<file path="src/rtl/spi_master_pkg.sv">
// Shared definitions for the SPI master: FSM state encoding, default geometry
// and the inter-frame gap length helper.
package spi_master_pkg;

  localparam int DEF_DATA_WIDTH = 16;
  localparam int DEF_CLK_DIV    = 4;

  typedef enum logic [2:0] {
    S_IDLE  = 3'd0,
    S_SETUP = 3'd1,
    S_XFER  = 3'd2,
    S_HOLD  = 3'd3,
    S_GAP   = 3'd4
  } state_t;

  // Final value of the GAP counter; counting 0..clk_div+1 keeps ss high for
  // clk_div+2 cycles so a slave that synchronises its inputs can reload.
  function automatic int gap_last(input int clk_div);
    return clk_div + 1;
  endfunction

endpackage

</file>
<file path="src/rtl/spi_tick_gen.sv">
// Down-counter that issues a one-cycle tick every CLK_DIV clk cycles.
// Held at its reload value while load is high so the first tick lands CLK_DIV cycles later.
module spi_tick_gen #(
  parameter int CLK_DIV = 4
) (
  input  logic clk,
  input  logic rst,
  input  logic load,
  output logic tick
);

  localparam int CW = (CLK_DIV > 1) ? $clog2(CLK_DIV) : 1;
  localparam logic [CW-1:0] RELOAD = CW'(CLK_DIV - 1);

  logic [CW-1:0] cnt_reg;
  logic [CW-1:0] cnt_next;

  always_comb begin
    cnt_next = cnt_reg - CW'(1);
    if (load || (cnt_reg == '0)) begin
      cnt_next = RELOAD;
    end
  end

  always_ff @(posedge clk) begin
    if (rst) begin
      cnt_reg <= RELOAD;
    end else begin
      cnt_reg <= cnt_next;
    end
  end

  assign tick = (cnt_reg == '0) && !load;

endmodule

</file>
<file path="src/rtl/spi_master.sv">
// SPI master, mode 0 (sck idle low, sample on rising edge), MSB first.
// One word per start pulse; every output comes straight from a register.
module spi_master
  import spi_master_pkg::*;
#(
  parameter int DATA_WIDTH = DEF_DATA_WIDTH,
  parameter int CLK_DIV    = DEF_CLK_DIV
) (
  input  logic                  clk,
  input  logic                  rst,
  input  logic                  start,
  input  logic [DATA_WIDTH-1:0] din,
  output logic [DATA_WIDTH-1:0] dout,
  output logic                  busy,
  output logic                  done,
  output logic                  ss,
  output logic                  sck,
  output logic                  mosi,
  input  logic                  miso
);

  localparam int BCW = $clog2(DATA_WIDTH + 1);
  localparam int GCW = $clog2(CLK_DIV + 2);
  localparam logic [BCW-1:0] LAST_BIT = BCW'(DATA_WIDTH);
  localparam logic [GCW-1:0] GAP_LAST = GCW'(gap_last(CLK_DIV));

  state_t state_reg, state_next;

  logic                  ss_reg,   ss_next;
  logic                  sck_reg,  sck_next;
  logic                  mosi_reg, mosi_next;
  logic                  busy_reg, busy_next;
  logic                  done_reg, done_next;
  logic [DATA_WIDTH-1:0] dout_reg, dout_next;
  logic [DATA_WIDTH-1:0] tx_reg,   tx_next;
  logic [DATA_WIDTH-1:0] rx_reg,   rx_next;
  logic [BCW-1:0]        bit_cnt_reg, bit_cnt_next;
  logic [GCW-1:0]        gap_cnt_reg, gap_cnt_next;

  logic                  tick;
  logic                  tick_load;
  logic                  last_bit;
  logic                  sck_rise;
  logic                  sck_fall;
  logic                  gap_done;
  logic [DATA_WIDTH-1:0] tx_shift;
  logic [DATA_WIDTH-1:0] rx_shift;

  // The divider is parked while idle, so SETUP always lasts a full half-period.
  assign tick_load = (state_reg == S_IDLE);

  spi_tick_gen #(
    .CLK_DIV(CLK_DIV)
  ) u_tick_gen (
    .clk  (clk),
    .rst  (rst),
    .load (tick_load),
    .tick (tick)
  );

  assign last_bit = (bit_cnt_reg == LAST_BIT);
  assign gap_done = (gap_cnt_reg == GAP_LAST);

  // After the last falling edge XFER waits one more low half-period before HOLD.
  assign sck_rise = tick && ((state_reg == S_SETUP) ||
                             ((state_reg == S_XFER) && !sck_reg && !last_bit));
  assign sck_fall = tick && (state_reg == S_XFER) && sck_reg;

  assign tx_shift = tx_reg << 1;

  assign rx_shift[0] = miso;
  for (genvar gi = 1; gi < DATA_WIDTH; gi++) begin : g_rx_shift
    assign rx_shift[gi] = rx_reg[gi-1];
  end

  always_ff @(posedge clk) begin
    if (rst) begin
      state_reg   <= S_IDLE;
      ss_reg      <= 1'b1;
      sck_reg     <= 1'b0;
      mosi_reg    <= 1'b0;
      busy_reg    <= 1'b0;
      done_reg    <= 1'b0;
      dout_reg    <= '0;
      tx_reg      <= '0;
      rx_reg      <= '0;
      bit_cnt_reg <= '0;
      gap_cnt_reg <= '0;
    end else begin
      state_reg   <= state_next;
      ss_reg      <= ss_next;
      sck_reg     <= sck_next;
      mosi_reg    <= mosi_next;
      busy_reg    <= busy_next;
      done_reg    <= done_next;
      dout_reg    <= dout_next;
      tx_reg      <= tx_next;
      rx_reg      <= rx_next;
      bit_cnt_reg <= bit_cnt_next;
      gap_cnt_reg <= gap_cnt_next;
    end
  end

  always_comb begin
    state_next = state_reg;
    case (state_reg)
      S_IDLE:  if (start)                        state_next = S_SETUP;
      S_SETUP: if (tick)                         state_next = S_XFER;
      S_XFER:  if (tick && !sck_reg && last_bit) state_next = S_HOLD;
      S_HOLD:  if (tick)                         state_next = S_GAP;
      S_GAP:   if (gap_done)                     state_next = S_IDLE;
      default:                                   state_next = S_IDLE;
    endcase
  end

  always_comb begin
    ss_next      = ss_reg;
    sck_next     = sck_reg;
    mosi_next    = mosi_reg;
    busy_next    = busy_reg;
    done_next    = 1'b0;
    dout_next    = dout_reg;
    tx_next      = tx_reg;
    rx_next      = rx_reg;
    bit_cnt_next = bit_cnt_reg;
    gap_cnt_next = gap_cnt_reg;

    case (state_reg)
      S_IDLE: begin
        if (start) begin
          tx_next      = din;
          bit_cnt_next = '0;
          ss_next      = 1'b0;
          busy_next    = 1'b1;
          sck_next     = 1'b0;
          mosi_next    = din[DATA_WIDTH-1];
        end
      end
      S_SETUP, S_XFER: begin
        if (sck_rise) begin
          sck_next     = 1'b1;
          rx_next      = rx_shift;
          bit_cnt_next = bit_cnt_reg + BCW'(1);
        end else if (sck_fall) begin
          sck_next = 1'b0;
          // No shift on the final falling edge: the last bit stays on mosi.
          if (!last_bit) begin
            tx_next   = tx_shift;
            mosi_next = tx_shift[DATA_WIDTH-1];
          end
        end
      end
      S_HOLD: begin
        if (tick) begin
          ss_next      = 1'b1;
          dout_next    = rx_reg;
          done_next    = 1'b1;
          gap_cnt_next = '0;
        end
      end
      S_GAP: begin
        busy_next = 1'b0;
        if (!gap_done) begin
          gap_cnt_next = gap_cnt_reg + GCW'(1);
        end
      end
      default: begin
        ss_next  = 1'b1;
        sck_next = 1'b0;
      end
    endcase
  end

  assign ss   = ss_reg;
  assign sck  = sck_reg;
  assign mosi = mosi_reg;
  assign busy = busy_reg;
  assign done = done_reg;
  assign dout = dout_reg;

endmodule

</file>
<file path="config.mk">
export PLATFORM = sky130hd
export DESIGN_NAME = spi_master
export DESIGN_NICKNAME = d
export VERILOG_FILES = /design/src/rtl/spi_master_pkg.sv /design/src/rtl/spi_tick_gen.sv /design/src/rtl/spi_master.sv
export SDC_FILE = /design/constraint.sdc
export NUM_CORES = 1
export LEC_CHECK = 0
export ABC_AREA = 0
export BUFFER_PORTS_ARGS = -buffer_cell sky130_fd_sc_hd__buf_2
export CORE_MARGIN = 5
export CORE_UTILIZATION = 51
export CTS_CLUSTER_SIZE = 8
export DETAILED_ROUTE_END_ITERATION = 10
export PLACE_DENSITY = 0.84
export SYNTH_ARGS = -nofsm -noshare
export SYNTH_HDL_FRONTEND = slang
export SYNTH_SLANG_ARGS = --single-unit
</file>
<file path="constraint.sdc">
create_clock -name clk -period 1.6 [get_ports clk]
set_input_delay 0.16 -clock clk [delete_from_list [all_inputs] [get_ports clk]]
set_output_delay 0.16 -clock clk [all_outputs]
set_load 0.01 [all_outputs]
</file>
Yosys cells after proc, flatten, opt, wreduce, memory -nomap -nowiden
Cells that the tools add are included.
Operators by class
  multiplexer cells: 31
  reduce and logical (&&, ||, !) cells: 32
  equal/unequal tests: 17
  $add $sub $neg: 3
  bitwise logic cells: 3
Operators by type and width (count)
  15-bit two-way mux: 4
  15-bit one-hot mux with 2 select lines: 1
  3-bit two-way mux: 7
  2-bit != test (second input constant): 9
  3-bit one-hot mux with 5 select lines: 1
  3-bit AND reduction: 4
  1-bit two-way mux: 10
  5-bit two-way mux: 2
  5-bit one-hot mux with 2 select lines: 1
  5-bit AND reduction: 2
  1-bit logical AND: 8
  2-bit OR reduction: 4
  3-bit by 2-bit == test with 1-bit output (second input constant): 2
  3-bit == test (second input constant): 2
  1-bit one-hot mux with 3 select lines: 2
  3-bit one-hot mux with 2 select lines: 1
  2-bit AND reduction: 3
  2-bit nonzero test: 3
  5-bit by 1-bit adder with 5-bit output (second input constant): 1
  5-bit == test (second input constant): 1
  1-bit one-hot mux with 2 select lines: 2
  3-bit by 1-bit adder with 3-bit output (second input constant): 1
  3-bit by 1-bit == test with 1-bit output (second input constant): 1
  1-bit logical NOT: 3
  8 further kinds: 11
Storage, ports and cells
  bits in registers: 65
  output and inout port bits: 21
  logic and storage cells: 98

Logic depth before layout (Yosys ltp)
Gate-level depths: netlist of run 1.
  depth in word-level cells: 8
  gate-level depth with buffers: 8
  mapped depth without buffers: 6

By module
A second synthesis of run 1 with hierarchy kept.
Unflattened totals
  cell total of the unflattened synthesis: 308
  area total of the unflattened synthesis: 2915.3 um^2
Modules (own cells, without submodules)
  spi_master: area each 2829.0 um^2, cells each 300, seq. area each 1261.2 um^2, instances 1
  spi_tick_gen: area each 86.3 um^2, cells each 8, seq. area each 40.0 um^2, instances 1

Worst setup path after synthesis of run 1
OpenSTA, ideal clock, no wires.
  kind: reg2reg
  start: register bit_cnt_reg[0]
  end: register rx_reg[10]
  slack: -118 ps
  clock period less this slack: 1718 ps
  required time: 1528 ps
  path buffers: 1
  cell stages (with the launch flop): 8
  data arrival time: 1647 ps
  library setup time: 72 ps
  path through: dfxtp_1 -> inv_1 -> ha_1 -> and4bb_4 -> o31a_4 -> nor2_8 -> buf_12 -> mux2i_1
Between the ends
  cells in the longest elaborated chain, start to end: 6
RTL lines
  start, declared: line spi_master.sv:37  | logic [BCW-1:0] bit_cnt_reg, bit_cnt_next;
  start signal, assigned: line spi_master.sv:99  | bit_cnt_reg <= bit_cnt_next;
  5-bit == test: line spi_master.sv:61  | assign last_bit = (bit_cnt_reg == LAST_BIT);
  1-bit logical NOT
  1-bit logical AND: line spi_master.sv:66  | ((state_reg == S_XFER) && !sck_reg && !last_bit));
  1-bit logical OR: line spi_master.sv:65  | assign sck_rise = tick && ((state_reg == S_SETUP) ||
  1-bit logical AND: line spi_master.sv:65
  2-bit AND reduction (no line)
  end signal, assigned: line spi_master.sv:98  | rx_reg <= rx_next;
  end, declared: line spi_master.sv:36  | logic [DATA_WIDTH-1:0] rx_reg, rx_next;
No other way between the ends.
A chain may end at the register's enable or synchronous reset.

Final worst setup path of run 1
  start: register bit_cnt_reg[1]
  end: register rx_reg[13]
Same word-level chain as after synthesis.

==> impl_metrics.toml, run 1 <==
[timing]
peak_freq_mhz = 583
timing.setup.tns_ns = -1.70
hold_viol_final = 0
finalWorstPathRequiredPeriod_ns = 1.72
setup_violations = 37
skew_ns = 0.0133
finalCritPeriodShare_pct = 107
worstMarginPinSlew_ns = 0.371
drv_slew = 0
relSlewSlack_pct = 75.3
rsz0062_at_grt = "yes"
postLayoutSetupSlackWorst_ns = -0.116
final.hold.worst_slack_ns = 0.0517

[final_layout]
diodes = 0
nFillCells = 415
area_added_between_synthesis_and_finish_pct = 30.0
layout.cells.most_common_list = "62 x dfxtp_1, 56 x nand2_1, 40 x buf_2"
post_route_cells_drive_above_1_share_pct = 36.7
finalNetCount = 400
most_frequent_standard_cell_in_the_layout_excluding_fill_and_tap_cells = "dfxtp_1"

[critical_path]
worst_path_max_delay_cell = "o31a_4"
critPathCaptureType = "flop"
rrSetupSlack_ns = -0.12
critPathLaunchType = "flop"
critical_path_arrival_ns = 1.99
critPathMaxFanout = 8
timing.critical_path.cells = "inv_2 > ha_4 > and4bb_4 > o31a_4 > nor2_8 > clkbuf_16 > mux2i_1"
path_class = "reg2reg"
critical-path-max-stage-delay_ns = 0.38
worstPathRequired_ns = 1.88

[run_status]
status = "finished, violations left"
failed_checks = "setup timing"

[global_routing]
grt.total_usage_pct = 19.6
largest_net_degree_at_the_start_of_global_routing = 29
grt_remaining_overflow = 0
global_route_wire_length_before_repair_mm = 11.5
number_of_antenna_violations_at_the_first_check_in_global_routing = 0
grt_pass1_vias = 2598

[drt]
detailedRoute.firstIterationViolations = 172
avgViaCountPerCell = 5.61
drt_pre_antenna_iters = 4
postRouteAntennaNets = 0
dr_total_vias = 2530
detail_route.wirelength_mm = 7.32
drc = 0
drt-wirelength-per-cell_um = 16.2

[cts]
clk_path_buf_depth = 2
cts_tree = "done"
cts_made_buffers = 9
deepest_level_of_the_cts_h_tree = 3
numClockSinks = 65
cts-hold-fix-buffers = 0
cts_root_buf = "clkbuf_8"
clk_pin_slew_worst_paths_ns = 0.08
worstSkewPairLatency_ns = 0.35

[synthesis]
synth-edff-count = 0
post_synthesis_cells = 310
synthesis.area_per_instance_um2 = 9.48
yosys_register_bits = 65
ys_types = 55
postSynth.topFlopCell = "dfxtp_1"
yosys_warnings = 0
post_synthesis_sequential_area_ratio_pct = 44.3
syn-num-nets = 335
syn_area_mm2 = 0.00294
synth_async_sr_flop_share_pct = 0

[floorplanning]
die_h_um = 85.9
dieArea_mm2 = 0.00738
floorplan.initialDensity_pct = 53.0
design.portCount = 41
die-width_um = 85.9
placementRows = 27
core_mm2 = 0.00554

[power_and_ir_drop]
cellLeakagePower_uw = 0.00154
ir_drop_uv = 672
power_density_over_the_cells_mw_per_mm2 = 1110
post-layout-total-power_uw = 4240

[worst_hold_path]
path_class_of_the_lowest_slack_min_delay_path = "in2reg"

[placement]
detailedPlacementHpwl_mm = 4.50
portBuffers = 40
place_ws_ns = -0.0973
routability_congestion = 0.770

[flow_run]
cap_viol_max_count = 0
## routing by layer
metal	track usage (%)	share of wire, %	vias up
met5	0	0	-
met4	4.89	1.2	0
met3	8.65	4.6	11
met2	35.5	53	60
met1	20.8	41	1238
li1	-	-	1221
## worst paths after layout
kind | start | depth (start not counted) | to
min reg2reg | u_tick_gen.cnt_reg[0] | 1 | u_tick_gen.cnt_reg[0]
min | miso | 3 | rx_reg[0]
max | bit_cnt_reg[1] | 7 | rx_reg[13]
max reg2reg | bit_cnt_reg[1] | 7 | rx_reg[13]
## through the flow
| step | area (µm²) | utilization, % | std cells |
|---|---|---|---|
| floorplan | 2950 | - | 310 |
| global placement | 3370 | 60.9 | 431 |
| detailed placement | 3370 | 60.9 | 431 |
| CTS | 3610 | 65.1 | 447 |
| global route | 3820 | 68.9 | 451 |
| finish | 3820 | 68.9 | 451 |
## cells in the mapped netlist, types with 3 or more instances
cell,number,area (µm²)
inv_1,10,37.5
a221oi_2,3,45.0
nor3_1,6,30.0
nand2b_1,4,25.0
buf_2,4,20.0
o21ai_0,3,15.0
a221oi_1,12,105
nor2_1,24,90.1
buf_6,7,78.8
clkbuf_1,7,26.3
nand2_1,57,214
mux2i_1,33,330
dfxtp_1,65,1300
nor4_1,3,18.8
ha_1,5,62.6
a21oi_1,22,110
## worst max-delay path, delay by kind of cell, from the launching register on
family / cells / cell delay (ns)
AO/OA/AOI/OAI: 1 / 0.38
flip-flops: 1 / 0.34
AND/OR/NAND/NOR: 2 / 0.34
buffers and inverters: 2 / 0.22
multiplexers: 1 / 0.20
adder cells (fa/ha/maj): 1 / 0.15
## area by class of cell
class / instances / area, µm² / share of cell area [%]
clock buffer: 9 / 124 / 3.24
clock inverter: 6 / 43.8 / 1.15
inverter: 10 / 37.5 / 0.983
multi-input combinational: 214 / 1630 / 42.8
sequential: 65 / 1310 / 34.2
tap: 72 / 90.1 / 2.36
timing repair buffer: 75 / 586 / 15.3
## report_power, final
part           internal, µW  switching, µW
sequential             1730           89.8
combinational           607            599
clock                   557            660
## repair_timing
action                                  in CTS  in global routing
pin swaps                                    2                  6
endpoints found under the setup margin      55                 56
gates resized for setup                     12                 25
gates cloned                                 0                  3
setup buffers                                1                  1
## logic make-up (layout without fill, tap and decap cells)
| family | Yosys count | count (layout) | share of synthesized area [%] |
|---|---|---|---|
| mux | 34 | 34 | 11.8 |
| compound gates | 57 | 57 | 15.0 |
| flops | 65 | 65 | 44.3 |
| fa+ha+maj | 5 | 5 | 2.13 |
| buf+inv | 31 | 100 | 6.64 |
| xor+xnor | 2 | 2 | 0.596 |
| simple gates | 116 | 116 | 19.6 |
Power figures use the tool's default switching activity.
==> inputs of run 2 (changes only) <==
--- a/config.mk
+++ b/config.mk
@@ -5,7 +5,7 @@
 export SDC_FILE = /design/constraint.sdc
 export NUM_CORES = 1
 export LEC_CHECK = 0
-export ABC_AREA = 0
+export ABC_AREA = 1
 export BUFFER_PORTS_ARGS = -buffer_cell sky130_fd_sc_hd__buf_2
 export CORE_MARGIN = 5
 export CORE_UTILIZATION = 51
==> run 2 against run 1 <==
Against the previous run:
- the flow still finishes with violations (setup timing)
- critical path depth up 3
- sequential share of layout area up 2.8 points
- die area down 4.4%
- clock-buffer cell count up 2
- flip-flop and latch count unchanged
- setup slack better by 0.044 ns
- hold slack better by 0.048 ns
- sequential power up 12%
- core utilization down 3.6 points
- critical endpoint is now tx_reg[2]
==> impl_metrics.toml, run 2 <==
[timing]
drv_slew = 0
hold_viol_final = 0
skew_ns = 0.0107
setup_violations = 16
rsz0062_at_grt = "yes"
peak_freq_mhz = 598
relSlewSlack_pct = 77.5
postLayoutSetupSlackWorst_ns = -0.0724
finalCritPeriodShare_pct = 105
worstMarginPinSlew_ns = 0.338
finalWorstPathRequiredPeriod_ns = 1.67

[synthesis]
postSynth.topFlopCell = "dfxtp_1"
synth-edff-count = 0
synth.top_cells.by_area = "dfxtp_1 47%, nand2_1 10%, nand3_1 7.4%"
synth_compound_gate_area_share_pct = 12.5
synth_top_area_share_pct = 46.6
synthesis.area_per_instance_um2 = 7.40
yosysMostFrequentCell = "nand2_1"
post_synthesis_sequential_area_ratio_pct = 46.6
syn-num-nets = 402
yosys_register_bits = 65
synth.mux.area_fraction_pct = 0
syn_area_mm2 = 0.00279
synth_top_family_by_area = "simple AND/OR/NAND/NOR gates"
yosys_warnings = 0
synth_async_sr_flop_share_pct = 0
post_synth_xor_area_fraction_pct = 0.628
basic_gate_share_of_the_synthesized_area_counting_and_or_nand_and_nor_cells_pct = 29.4
synth_area_leader_cell = "dfxtp_1"
netlist_top_cells_count = "78 x nand2_1, 65 x dfxtp_1, 41 x nand3_1, 41 x nor2_1, 33 x inv_1"
post_synthesis_cells = 377
post_synth_fa_ha_maj_area_fraction_pct = 2.24
ys_types = 31

[cts]
cts-hold-fix-buffers = 0
clk_pin_slew_worst_paths_ns = 0.07
clk_path_buf_depth = 2
cts_made_buffers = 9
worstSkewPairLatency_ns = 0.34
cts_root_buf = "clkbuf_8"
numClockSinks = 65
deepest_level_of_the_cts_h_tree = 3
cts_tree = "done"

[drt]
avgViaCountPerCell = 5.19
dr_total_vias = 2619
detail_route.wirelength_mm = 6.58
detailedRoute.firstIterationViolations = 190
postRouteAntennaNets = 0
drc = 0
drt_pre_antenna_iters = 4
drt-wirelength-per-cell_um = 13.0

[global_routing]
global_route_wire_length_before_repair_mm = 10.3
number_of_antenna_violations_at_the_first_check_in_global_routing = 0
largest_net_degree_at_the_start_of_global_routing = 38
grt_pass1_vias = 2434
grt.total_usage_pct = 17.7
grt_remaining_overflow = 0

[critical_path]
critPathLaunchType = "flop"
worstPathRequired_ns = 1.83
critical_path_arrival_ns = 1.90
critPathCaptureType = "flop"
path_class = "reg2reg"
critPathMaxFanout = 8

[power_and_ir_drop]
power_density_over_the_cells_mw_per_mm2 = 1720
ir_drop_uv = 1000
cellLeakagePower_uw = 0.00156

[floorplanning]
die_h_um = 84.0
placementRows = 27
core_mm2 = 0.00541
die-width_um = 84.0
floorplan.initialDensity_pct = 51.6
design.portCount = 41
dieArea_mm2 = 0.00705

[final_layout]
diodes = 0
most_frequent_standard_cell_in_the_layout_excluding_fill_and_tap_cells = "nand2_1"
layout.cells.most_common_list = "74 x nand2_1, 60 x dfxtp_1, 40 x buf_2"
finalNetCount = 455
final_core_utilization_pct = 65.4
area_added_between_synthesis_and_finish_pct = 26.6
post_route_cells_drive_above_1_share_pct = 30.0

[run_status]
status = "finished, violations left"
failed_checks = "setup timing"

[placement]
routability_congestion = 0.892
place_ws_ns = 0.0403
portBuffers = 40
detailedPlacementHpwl_mm = 4.09

[flow_run]
cap_viol_max_count = 0

[worst_hold_path]
path_class_of_the_lowest_slack_min_delay_path = "in2reg"
[run 2: metrics by stage]
stage	TNS [ns]	instance area [µm²]	power, µW	hold WS (ns)	cells
detailed placement	0	3090	4040	0.394	481
global route	-3.06	3530	6530	0.111	505
floorplan	0	2790	3640	0.233	377
finish	-0.773	3530	6090	0.0998	505
CTS	0	3260	5260	0.0756	495
global placement	0	3090	3970	0.374	481
[run 2: final cells by class]
class	count	area, µm²
Tap cell	72	90.1
Fill cell	449	1870
Sequential cell	65	1310
Clock buffer	11	151
Timing Repair Buffer	60	447
Inverter	37	143
Multi-Input combinational cell	257	1380
Clock inverter	3	17.5
[run 2: worst paths after layout]
path / to / slack [ns] / cells past startpoint / startpoint
max: tx_reg[2] / -0.07 / 10 / u_tick_gen.cnt_reg[0]
max reg2reg: tx_reg[2] / -0.07 / 10 / u_tick_gen.cnt_reg[0]
min reg2reg: u_tick_gen.cnt_reg[0] / 0.41 / 1 / u_tick_gen.cnt_reg[0]
min: tx_reg[0] / 0.1 / 3 / din[0]
[run 2: kinds of logic (layout without fill, tap and decap cells)]
family,after synthesis,count (layout)
compound gates,67,67
fa+ha+maj,5,5
simple gates,183,183
xor+xnor,2,2
flops,65,65
buf+inv,55,111
[run 2: per-layer routing]
layer	vias up	part of all wire [%]	GRT usage [%]
met1	1217	43	20.1
met2	76	51	30.8
met5	-	0	0
met4	0	1.8	8.92
li1	1313	-	-
met3	13	4.6	4.05
[run 2: worst max-delay path, cell delays in order (launching register included)]
cell	delay, ns
dfxtp_1	0.32
inv_1	0.05
ha_2	0.19
nand2_1	0.08
o21ai_2	0.18
nand2_2	0.10
nor2_4	0.26
clkbuf_16	0.22
nand3_1	0.06
nand2_1	0.06
nor2_1	0.03
[run 2: timing repair]
action,4_1_cts,5_1_grt
pin swaps,0,12
gates cloned,0,3
gates resized for setup,1,40
buffers inserted,0,7
endpoints found under the setup margin,1,56
[run 2: power breakdown]
group          internal [µW]  leakage (µW)  switching (µW)
Clock                    623     0.0000871             586
Combinational           1240      0.000942            1620
Sequential              1870      0.000531             164
Total                   3730       0.00156            2360
==> inputs of run 3 (changes only) <==
--- a/config.mk
+++ b/config.mk
@@ -7,11 +7,13 @@
 export LEC_CHECK = 0
 export ABC_AREA = 1
 export BUFFER_PORTS_ARGS = -buffer_cell sky130_fd_sc_hd__buf_2
+export CAP_MARGIN = 20
 export CORE_MARGIN = 5
 export CORE_UTILIZATION = 51
 export CTS_CLUSTER_SIZE = 8
 export DETAILED_ROUTE_END_ITERATION = 10
 export PLACE_DENSITY = 0.84
+export REMOVE_ABC_BUFFERS = 1
 export SYNTH_ARGS = -nofsm -noshare
 export SYNTH_HDL_FRONTEND = slang
 export SYNTH_SLANG_ARGS = --single-unit
==> run 3 against run 2 <==
Against the previous run:
- the run still ends with setup timing left
- flip-flop and latch count stayed put
- clock-buffer cell count did not move
- register-to-register slack better by 0.02 ns
- sequential power about the same
- die area unchanged
- clock power grew 6%
- combinational power is 6% lower
- sequential share of layout area fell by 0.16 points
- maximum frequency increased by 1.0%
- setup slack improved by 0.016 ns
- routed wire length is 0.56% lower
- core utilization increased by 0.28 points
- critical path type unchanged
==> impl_metrics.toml, run 3 (synthesized netlist as in run 2, its figures left out) <==
[cts]
cts_root_buf = "clkbuf_8"
cts-hold-fix-buffers = 0
worstSkewPairLatency_ns = 0.34
clk_pin_slew_worst_paths_ns = 0.07
deepest_level_of_the_cts_h_tree = 3
numClockSinks = 65
cts_tree = "done"
clk_path_buf_depth = 2
cts_made_buffers = 9

[timing]
finalCritPeriodShare_pct = 103
finalWorstPathRequiredPeriod_ns = 1.66
peak_freq_mhz = 604
postLayoutSetupSlackWorst_ns = -0.0559
drv_slew = 0
rsz0062_at_grt = "yes"
setup_violations = 9
hold_viol_final = 0
relSlewSlack_pct = 80.1
skew_ns = 0.0124
timing.setup.tns_ns = -0.257
worstMarginPinSlew_ns = 0.299

[final_layout]
diodes = 0
finalNetCount = 457
post_route_cells_drive_above_1_share_pct = 29.3
most_frequent_standard_cell_in_the_layout_excluding_fill_and_tap_cells = "nand2_1"
finish.cell_count_without_fillers = 509
design_area_mm2 = 0.00355
final_core_utilization_pct = 65.6
layout.cells.most_common_list = "76 x nand2_1, 60 x dfxtp_1, 40 x nor2_1, 40 x buf_2, 29 x inv_1"
area_added_between_synthesis_and_finish_pct = 27.1

[global_routing]
global_route_wire_length_before_repair_mm = 10.3
number_of_antenna_violations_at_the_first_check_in_global_routing = 0
grt_remaining_overflow = 0
largest_net_degree_at_the_start_of_global_routing = 40
grt.total_usage_pct = 17.8
grt_pass1_vias = 2456

[critical_path]
critPathLaunchType = "flop"
critPathCaptureType = "flop"
critPathMaxFanout = 8
critical_path_arrival_ns = 1.89
worstPathRequired_ns = 1.84
path_class = "reg2reg"

[drt]
postRouteAntennaNets = 0
drc = 0
drt_pre_antenna_iters = 4
detailedRoute.firstIterationViolations = 178
drt-wirelength-per-cell_um = 12.8
detail_route.wirelength_mm = 6.54
dr_total_vias = 2550
avgViaCountPerCell = 5.01

[floorplanning]
core_mm2 = 0.00541
floorplan.initialDensity_pct = 51.6
placementRows = 27
dieArea_mm2 = 0.00705
design.portCount = 41
die_h_um = 84.0
die-width_um = 84.0

[run_status]
status = "finished, violations left"
failed_checks = "setup timing"

[power_and_ir_drop]
cellLeakagePower_uw = 0.00157
power_density_over_the_cells_mw_per_mm2 = 1690
ir_drop_uv = 838

[placement]
placed_cell_area_mm2 = 0.00310
routability_congestion = 0.957
portBuffers = 40
dpl.cell_count = 482
detailedPlacementHpwl_mm = 4.14

[worst_hold_path]
path_class_of_the_lowest_slack_min_delay_path = "in2reg"

[flow_run]
cap_viol_max_count = 0
-- run 3: cell types whose count changed in the layout (fill, tap and decap cells not counted), moves of 2 or more --
cell	before	now
nand3_4	3	1
nor2_2	5	3
nand2_2	9	6
nand2_1	74	76
buf_4	12	15
o21ai_0	28	24
o21ai_1	10	14
nand3_2	13	15
nor2_1	37	40
-- run 3: per-layer routing --
metal	global-route usage, %	part of all wire [%]
met5	0	0
met4	5.99	0.83
met3	6.61	5.3
met2	30.2	50
met1	20.7	44
-- run 3: area by class of cell --
class,count,area (µm²)
clock buffers,11,151
clock inverters,5,37.5
fillers,451,1860
inverters,37,143
multi-input cells,257,1360
flip-flops and latches,65,1310
well taps,72,90.1
repair buffers,62,459
-- run 3: worst max-delay path: stages, from the launching register on --
cell       delay, ns
dfxtp_2         0.34
inv_2           0.04
ha_2            0.16
nand2_1         0.06
inv_1           0.04
nand2_2         0.07
nand2_1         0.05
nand2_1         0.07
nand2_2         0.07
nor2_4          0.25
clkbuf_16       0.22
nand3_2         0.05
nand2_1         0.06
nor2_1          0.05
-- run 3: repair_timing --
action | 4_1_cts | 5_1_grt
endpoints found under the setup margin | 0 | 52
buffers inserted | 0 | 7
resized for setup | 0 | 36
-- run 3: path summary, 6_finish.rpt --
check | to | from | slack, ns | cells past startpoint
hold reg to reg | u_tick_gen.cnt_reg[0] | u_tick_gen.cnt_reg[0] | 0.41 | 1
setup reg to reg | tx_reg[11] | bit_cnt_reg[0] | -0.06 | 13
setup / recovery | tx_reg[11] | bit_cnt_reg[0] | -0.06 | 13
hold / removal | tx_reg[0] | din[0] | 0.09 | 3
-- run 3: through the flow --
step,power [µW],hold slack [ns],setup WS [ns]
6_report,5990,0.0862,-0.0559
5_1_grt,6410,0.0793,-0.123
4_1_cts,5340,0.0718,0.0449
3_5_place_dp,4040,0.385,0.0718
3_3_place_gp,3970,0.374,0.138
2_1_floorplan,3450,0.222,-0.0668
-- run 3: power by group --
group,total [µW],internal [µW],leakage [µW],switching (µW)
sequential,2020,1860,0.000531,151
clock,1280,651,0.0000919,630
combinational,2690,1140,0.000945,1550
total,5990,3660,0.00157,2330
